<file path="config.mk">
export PLATFORM = sky130hd
export DESIGN_NAME = mux_sel_sequencer
export DESIGN_NICKNAME = d
export VERILOG_FILES = /design/src/rtl/mux_sel_sequencer.sv
export SDC_FILE = /design/constraint.sdc
export NUM_CORES = 1
export LEC_CHECK = 0
export CORE_ASPECT_RATIO = 0.7
export CORE_UTILIZATION = 44
export CTS_CLUSTER_SIZE = 10
export DETAILED_ROUTE_END_ITERATION = 8
export PLACE_DENSITY = 0.85
export SETUP_SLACK_MARGIN = 0.02
export SLEW_MARGIN = 20
export SYNTH_ARGS = -nofsm -noshare
export SYNTH_HDL_FRONTEND = slang
export SYNTH_SLANG_ARGS = --single-unit
</file>
<file path="constraint.sdc">
create_clock -name clk -period 2.3 [get_ports clk]
set_clock_uncertainty 0.05 [all_clocks]
set_input_delay 0.46 -clock clk [delete_from_list [all_inputs] [get_ports clk]]
set_output_delay 0.46 -clock clk [all_outputs]
set_load 0.005 [all_outputs]
</file>
<file path="src/rtl/mux_sel_sequencer.sv">
// ---------------------------------------------------------------------------
// mux_sel_sequencer
//
// Parallel-to-serial front end for an 8:1 bit multiplexer. A word is accepted
// over a valid/ready handshake and held on the mux data bus. The 3-bit select
// then steps through all eight positions, one position per hold period, so the
// mux output presents the word one bit at a time. A sample strobe with
// first/last markers tells the consumer when the mux output is stable.
//
// Parameters:
//   MSB_FIRST   0: select runs 0..7, 1: select runs 7..0
//   HOLD_CYCLES cycles each select value is held (legal range 1..16)
//
// Ports:
//   clk         rising-edge clock
//   rst_n       asynchronous active-low reset
//   load_valid  load_data is valid
//   load_data   word to serialize
//   load_ready  sequencer accepts a word this cycle
//   abort       synchronous frame cancel (wins over load and counting)
//   sel         select to the mux
//   a           held word to the mux data input
//   bit_valid   mux output is stable, sample this cycle
//   bit_first   bit_valid for the first bit of the frame
//   bit_last    bit_valid for the last bit of the frame
//   busy        frame in progress
// ---------------------------------------------------------------------------
module mux_sel_sequencer #(
  parameter int MSB_FIRST   = 0,
  parameter int HOLD_CYCLES = 1
) (
  input  logic       clk,
  input  logic       rst_n,
  input  logic       load_valid,
  input  logic [7:0] load_data,
  output logic       load_ready,
  input  logic       abort,
  output logic [2:0] sel,
  output logic [7:0] a,
  output logic       bit_valid,
  output logic       bit_first,
  output logic       bit_last,
  output logic       busy
);

  // Hold counter is 4 bits wide, enough for HOLD_CYCLES up to 16.
  localparam logic [3:0] HOLD_LAST = 4'(HOLD_CYCLES - 1);

  typedef enum logic {
    IDLE = 1'b0,
    RUN  = 1'b1
  } state_t;

  state_t     state_reg, state_next;
  logic [7:0] a_reg, a_next;
  logic [2:0] pos_reg, pos_next;
  logic [3:0] hold_cnt_reg, hold_cnt_next;

  logic hold_done;   // last cycle of the current select value
  logic frame_end;   // last cycle of the frame
  logic accept;

  assign hold_done = (state_reg == RUN) && (hold_cnt_reg == HOLD_LAST);
  assign frame_end = hold_done && (pos_reg == 3'd7);

  // Ready in IDLE, or on the final cycle of a frame so the next word starts
  // without a gap. abort masks it so a cancelled frame never chains a load.
  assign load_ready = !abort && ((state_reg == IDLE) || frame_end);
  assign accept     = load_valid && load_ready;

  // -------------------------------------------------------------------------
  // State register
  // -------------------------------------------------------------------------
  always_ff @(posedge clk or negedge rst_n) begin
    if (!rst_n) begin
      state_reg    <= IDLE;
      a_reg        <= 8'h00;
      pos_reg      <= 3'd0;
      hold_cnt_reg <= 4'd0;
    end else begin
      state_reg    <= state_next;
      a_reg        <= a_next;
      pos_reg      <= pos_next;
      hold_cnt_reg <= hold_cnt_next;
    end
  end

  // -------------------------------------------------------------------------
  // Next-state logic
  // -------------------------------------------------------------------------
  always_comb begin
    state_next    = state_reg;
    a_next        = a_reg;
    pos_next      = pos_reg;
    hold_cnt_next = hold_cnt_reg;

    if (abort) begin
      // In IDLE these are already the values held, so abort is a no-op there.
      state_next    = IDLE;
      pos_next      = 3'd0;
      hold_cnt_next = 4'd0;
    end else if (accept) begin
      // Covers both a load from IDLE and a chained load on frame_end.
      state_next    = RUN;
      a_next        = load_data;
      pos_next      = 3'd0;
      hold_cnt_next = 4'd0;
    end else if (state_reg == RUN) begin
      if (hold_done) begin
        hold_cnt_next = 4'd0;
        if (pos_reg == 3'd7) begin
          state_next = IDLE;
          pos_next   = 3'd0;
        end else begin
          pos_next = pos_reg + 3'd1;
        end
      end else begin
        hold_cnt_next = hold_cnt_reg + 4'd1;
      end
    end
  end

  // -------------------------------------------------------------------------
  // Outputs: all decoded from registered state only
  // -------------------------------------------------------------------------
  logic [2:0] sel_run;

  generate
    if (MSB_FIRST != 0) begin : g_msb_first
      assign sel_run = 3'd7 - pos_reg;
    end else begin : g_lsb_first
      assign sel_run = pos_reg;
    end
  endgenerate

  // Gate with RUN so an MSB-first sequencer does not park sel at 7 in IDLE.
  assign sel       = (state_reg == RUN) ? sel_run : 3'd0;
  assign a         = a_reg;
  assign bit_valid = hold_done;
  assign bit_first = hold_done && (pos_reg == 3'd0);
  assign bit_last  = frame_end;
  assign busy      = (state_reg == RUN);

endmodule

</file>
==> flow_metrics.tcl <==
set metrics [dict create \
    cts_tree "built" \
    worstMarginPinSlew_ns 0.738 \
    grt_start_max_net_pins 20 \
    number_of_antenna_violations_at_the_first_check_in_global_routing 0 \
    first_pass_iters 4 \
    status "finished, final reports clean" \
    grt.met3_usage 0.0941 \
    global_route.usage.met1 0.289 \
    num-fill-cells 145 \
    period_minus_slack_ns 2.18 \
    flow.area_growth_from_synthesis_pct 47.2 \
    syn_area_per_cell_um2 11.1 \
    die_h_um 39.2 \
    synth_most_common_cell "sky130_fd_sc_hd__dfrtp_1" \
    leakagePower_nw 0.540 \
    worst_setup_hold_path_clk_slew_ns 0.09 \
    min_period_over_period 0.948 \
    clk_path_buf_depth 2 \
    worst-path-max-fanout 3 \
    numClockSinks 16 \
    multi_input_area_um2 470 \
    place.detailed.hpwl_um 1480 \
    powerDensity_mw_per_mm2 503 \
    synthesis.yosys.warnings 0 \
    critPathLaunchType "flop" \
    hold_path.class "reg -> reg" \
    grt.overflow.total 0 \
    die_area_mm2 0.00216 \
    finalSetupViolations 0 \
    ys_dominant_reg_cell "sky130_fd_sc_hd__dfrtp_1" \
    critPathSlowestCell "sky130_fd_sc_hd__dfrtp_1" \
    most_frequent_cells_after_synthesis "16 x sky130_fd_sc_hd__dfrtp_1, 8 x sky130_fd_sc_hd__mux2_2, 7 x sky130_fd_sc_hd__inv_1" \
    cts_inserted_buffers 3 \
    globalplace.congestion 0.844 \
    postRouteWirelength_um 2110 \
    first_pass_grt_wire_length_um 3210 \
    post_synth_instance_area_um2 870 \
    viasPerCell 5.39 \
    remaining_drc_errors 0 \
    cp_slowest_stage_delay_ns 0.42 \
    timing.max_cap.violations 0 \
    synthesized_net_count 95 \
    report.final.slew_viol_count 0 \
    timing.setup.critical_path_class "reg -> out" \
    post_synth_inst_count 78 \
    top_usage_layer "met2" \
    worst_ir_drop_vdd_mv 0.427 \
    ff_latch_area_um2 400 \
    grt_setup_unrepaired "no" \
    final-hold-violation-count 0 \
    io_pins 28 \
    cp_cell_sequence "inv_2 > ha_4 > nand4bb_4 > buf_4 > buf_4 > nor2_1 > dlygate4sd2_1" \
    antenna-diode-count 0 \
    fp.coreArea_mm2 0.00185 \
    hold-worst-slack_ns 0.463 \
    final_layout_size_suffix_gt1_frac 0.272 \
    synth_seq_cells 16 \
    postSynth.asyncResetShare 1.00 \
    dr.first_iter.drc_count 18 \
    synth_cell_type_count 25 \
    grt_use_total 0.225 \
    critical_path_s_most_frequent_cell "sky130_fd_sc_hd__buf_4" \
    synth.yosys.seq_area_share 0.460 \
    fmax_mhz 459 \
    ant_nets 0 \
    h-tree-depth 1 \
    ys_top_cells_by_area "sky130_fd_sc_hd__dfrtp_1 46%, sky130_fd_sc_hd__mux2_2 10%, sky130_fd_sc_hd__ha_1 7.2%, sky130_fd_sc_hd__nand4bb_4 3.2%, sky130_fd_sc_hd__inv_1 3.0%" \
    critPathArrivalTime_ns 1.67 \
    initial_utilization 0.469 \
    final_core_util 0.690 \
    grt_pass1_vias 659 \
    worstSkewPairLatency_ns 0.29 \
    clockRootBuffer "sky130_fd_sc_hd__clkbuf_4" \
    worst-r2r-setup-slack_ns 0.27 \
    netlist.area_leader.share 0.460 \
    finish.net_count 133 \
    num_vias 733 \
    chipWidth_um 55.1 \
    io_buffer_count 27 \
    setup.worst_path.end_class "output pin" \
    grt.met2_usage 0.346 \
    worst-endpoint-required_ns 1.79 \
    synth_edf_count 0 \
    synth.largest_area_cell "sky130_fd_sc_hd__dfrtp_1" \
    detail_route.wl_per_cell_um 15.5 \
    timing.slew.headroom 0.507 \
    rows 13 \
    largest_register_ffs 8 \
    fin_setup_tns_ns 0 \
]
[final cells by class]
cell class / instances / share of cell area
clock buffers: 3 / 0.0176
inverters: 7 / 0.0205
multi-input cells: 52 / 0.368
flip-flops and latches: 16 / 0.313
well taps: 22 / 0.0215
repair buffers: 36 / 0.260
[cell families (layout without fill, tap and decap cells)]
| kind of cell | after synthesis | after routing | synth area share |
|---|---|---|---|
| DFF | 16 | 16 | 0.460 |
| buffers and inverters | 10 | 46 | 0.0446 |
| muxes | 8 | 8 | 0.104 |
| and+or+nand+nor | 25 | 25 | 0.196 |
| xor gates and xnor gates | 1 | 1 | 0.0101 |
| AOI/OAI and AO/OA | 13 | 13 | 0.114 |
| adders and majority gates | 5 | 5 | 0.0719 |
[final timing paths]
check / from / to / cells after the start
max: hold_cnt_reg[1] / bit_last / 7
min: a[2] / a[2] / 1
max reg2reg: hold_cnt_reg[1] / a[6] / 6
min reg2reg: a[2] / a[2] / 1
max in group asynchronous: rst_n / busy / 1
min in group asynchronous: rst_n / a[0] / 1
[cell usage in the layout, fill, tap and decap left out, types with 2 or more instances in the layout]
cell	n
sky130_fd_sc_hd__clkdlybuf4s50_1	23
sky130_fd_sc_hd__inv_1	5
sky130_fd_sc_hd__nand3_1	2
sky130_fd_sc_hd__nand4_1	2
sky130_fd_sc_hd__nand2_1	4
sky130_fd_sc_hd__and2_1	3
sky130_fd_sc_hd__dlygate4sd2_1	4
sky130_fd_sc_hd__inv_2	2
sky130_fd_sc_hd__a21oi_1	4
sky130_fd_sc_hd__ha_1	3
sky130_fd_sc_hd__buf_4	9
sky130_fd_sc_hd__or3b_2	2
sky130_fd_sc_hd__mux2_2	8
sky130_fd_sc_hd__nor2_1	5
sky130_fd_sc_hd__a31oi_1	2
sky130_fd_sc_hd__nor3b_1	2
sky130_fd_sc_hd__dfrtp_1	16
sky130_fd_sc_hd__nand4bb_4	2
sky130_fd_sc_hd__clkbuf_4	3
sky130_fd_sc_hd__o211ai_1	2
[stage by stage]
| stage | total power [W] | area, µm² | cells | setup slack [ns] |
|---|---|---|---|---|
| floorplan | 0.000386 | 870 | 78 | 0.522 |
| finish | 0.000643 | 1280 | 136 | 0.120 |
| global route | 0.000682 | 1280 | 136 | 0.0199 |
| CTS | 0.000644 | 1260 | 135 | 0.0668 |
| detailed placement | 0.000493 | 1180 | 128 | 0.147 |
| global placement | 0.000487 | 1180 | 128 | 0.193 |
[layer usage]
metal / wire, µm / share of wire
met2: 1040 / 0.49
met1: 935 / 0.44
met3: 125 / 0.059
met5: 0 / 0
met4: 10 / 0.0047
[timing repair]
action                     4_1_cts  5_1_grt
setup buffers                    4        1
pin swaps                        0        1
setup endpoints to repair        4        1
resized for setup               11        1
cloned                           0        0
hold buffers                     0        0
[worst max-delay path, delay by kind of cell, from the launching register on]
kind                     cells  cell delay (ns)
buffers and inverters        4             0.60
flip-flops                   1             0.42
AND/OR/NAND/NOR              2             0.18
adder cells (fa/ha/maj)      1             0.16
[report_power, final]
| part | switching, W | total [W] | internal (W) |
|---|---|---|---|
| sequential | 0.0000157 | 0.000327 | 0.000311 |
| clock | 0.0000893 | 0.000150 | 0.0000610 |
| combinational | 0.0000574 | 0.000166 | 0.000109 |
No activity file was read; power rests on OpenSTA's default activity.
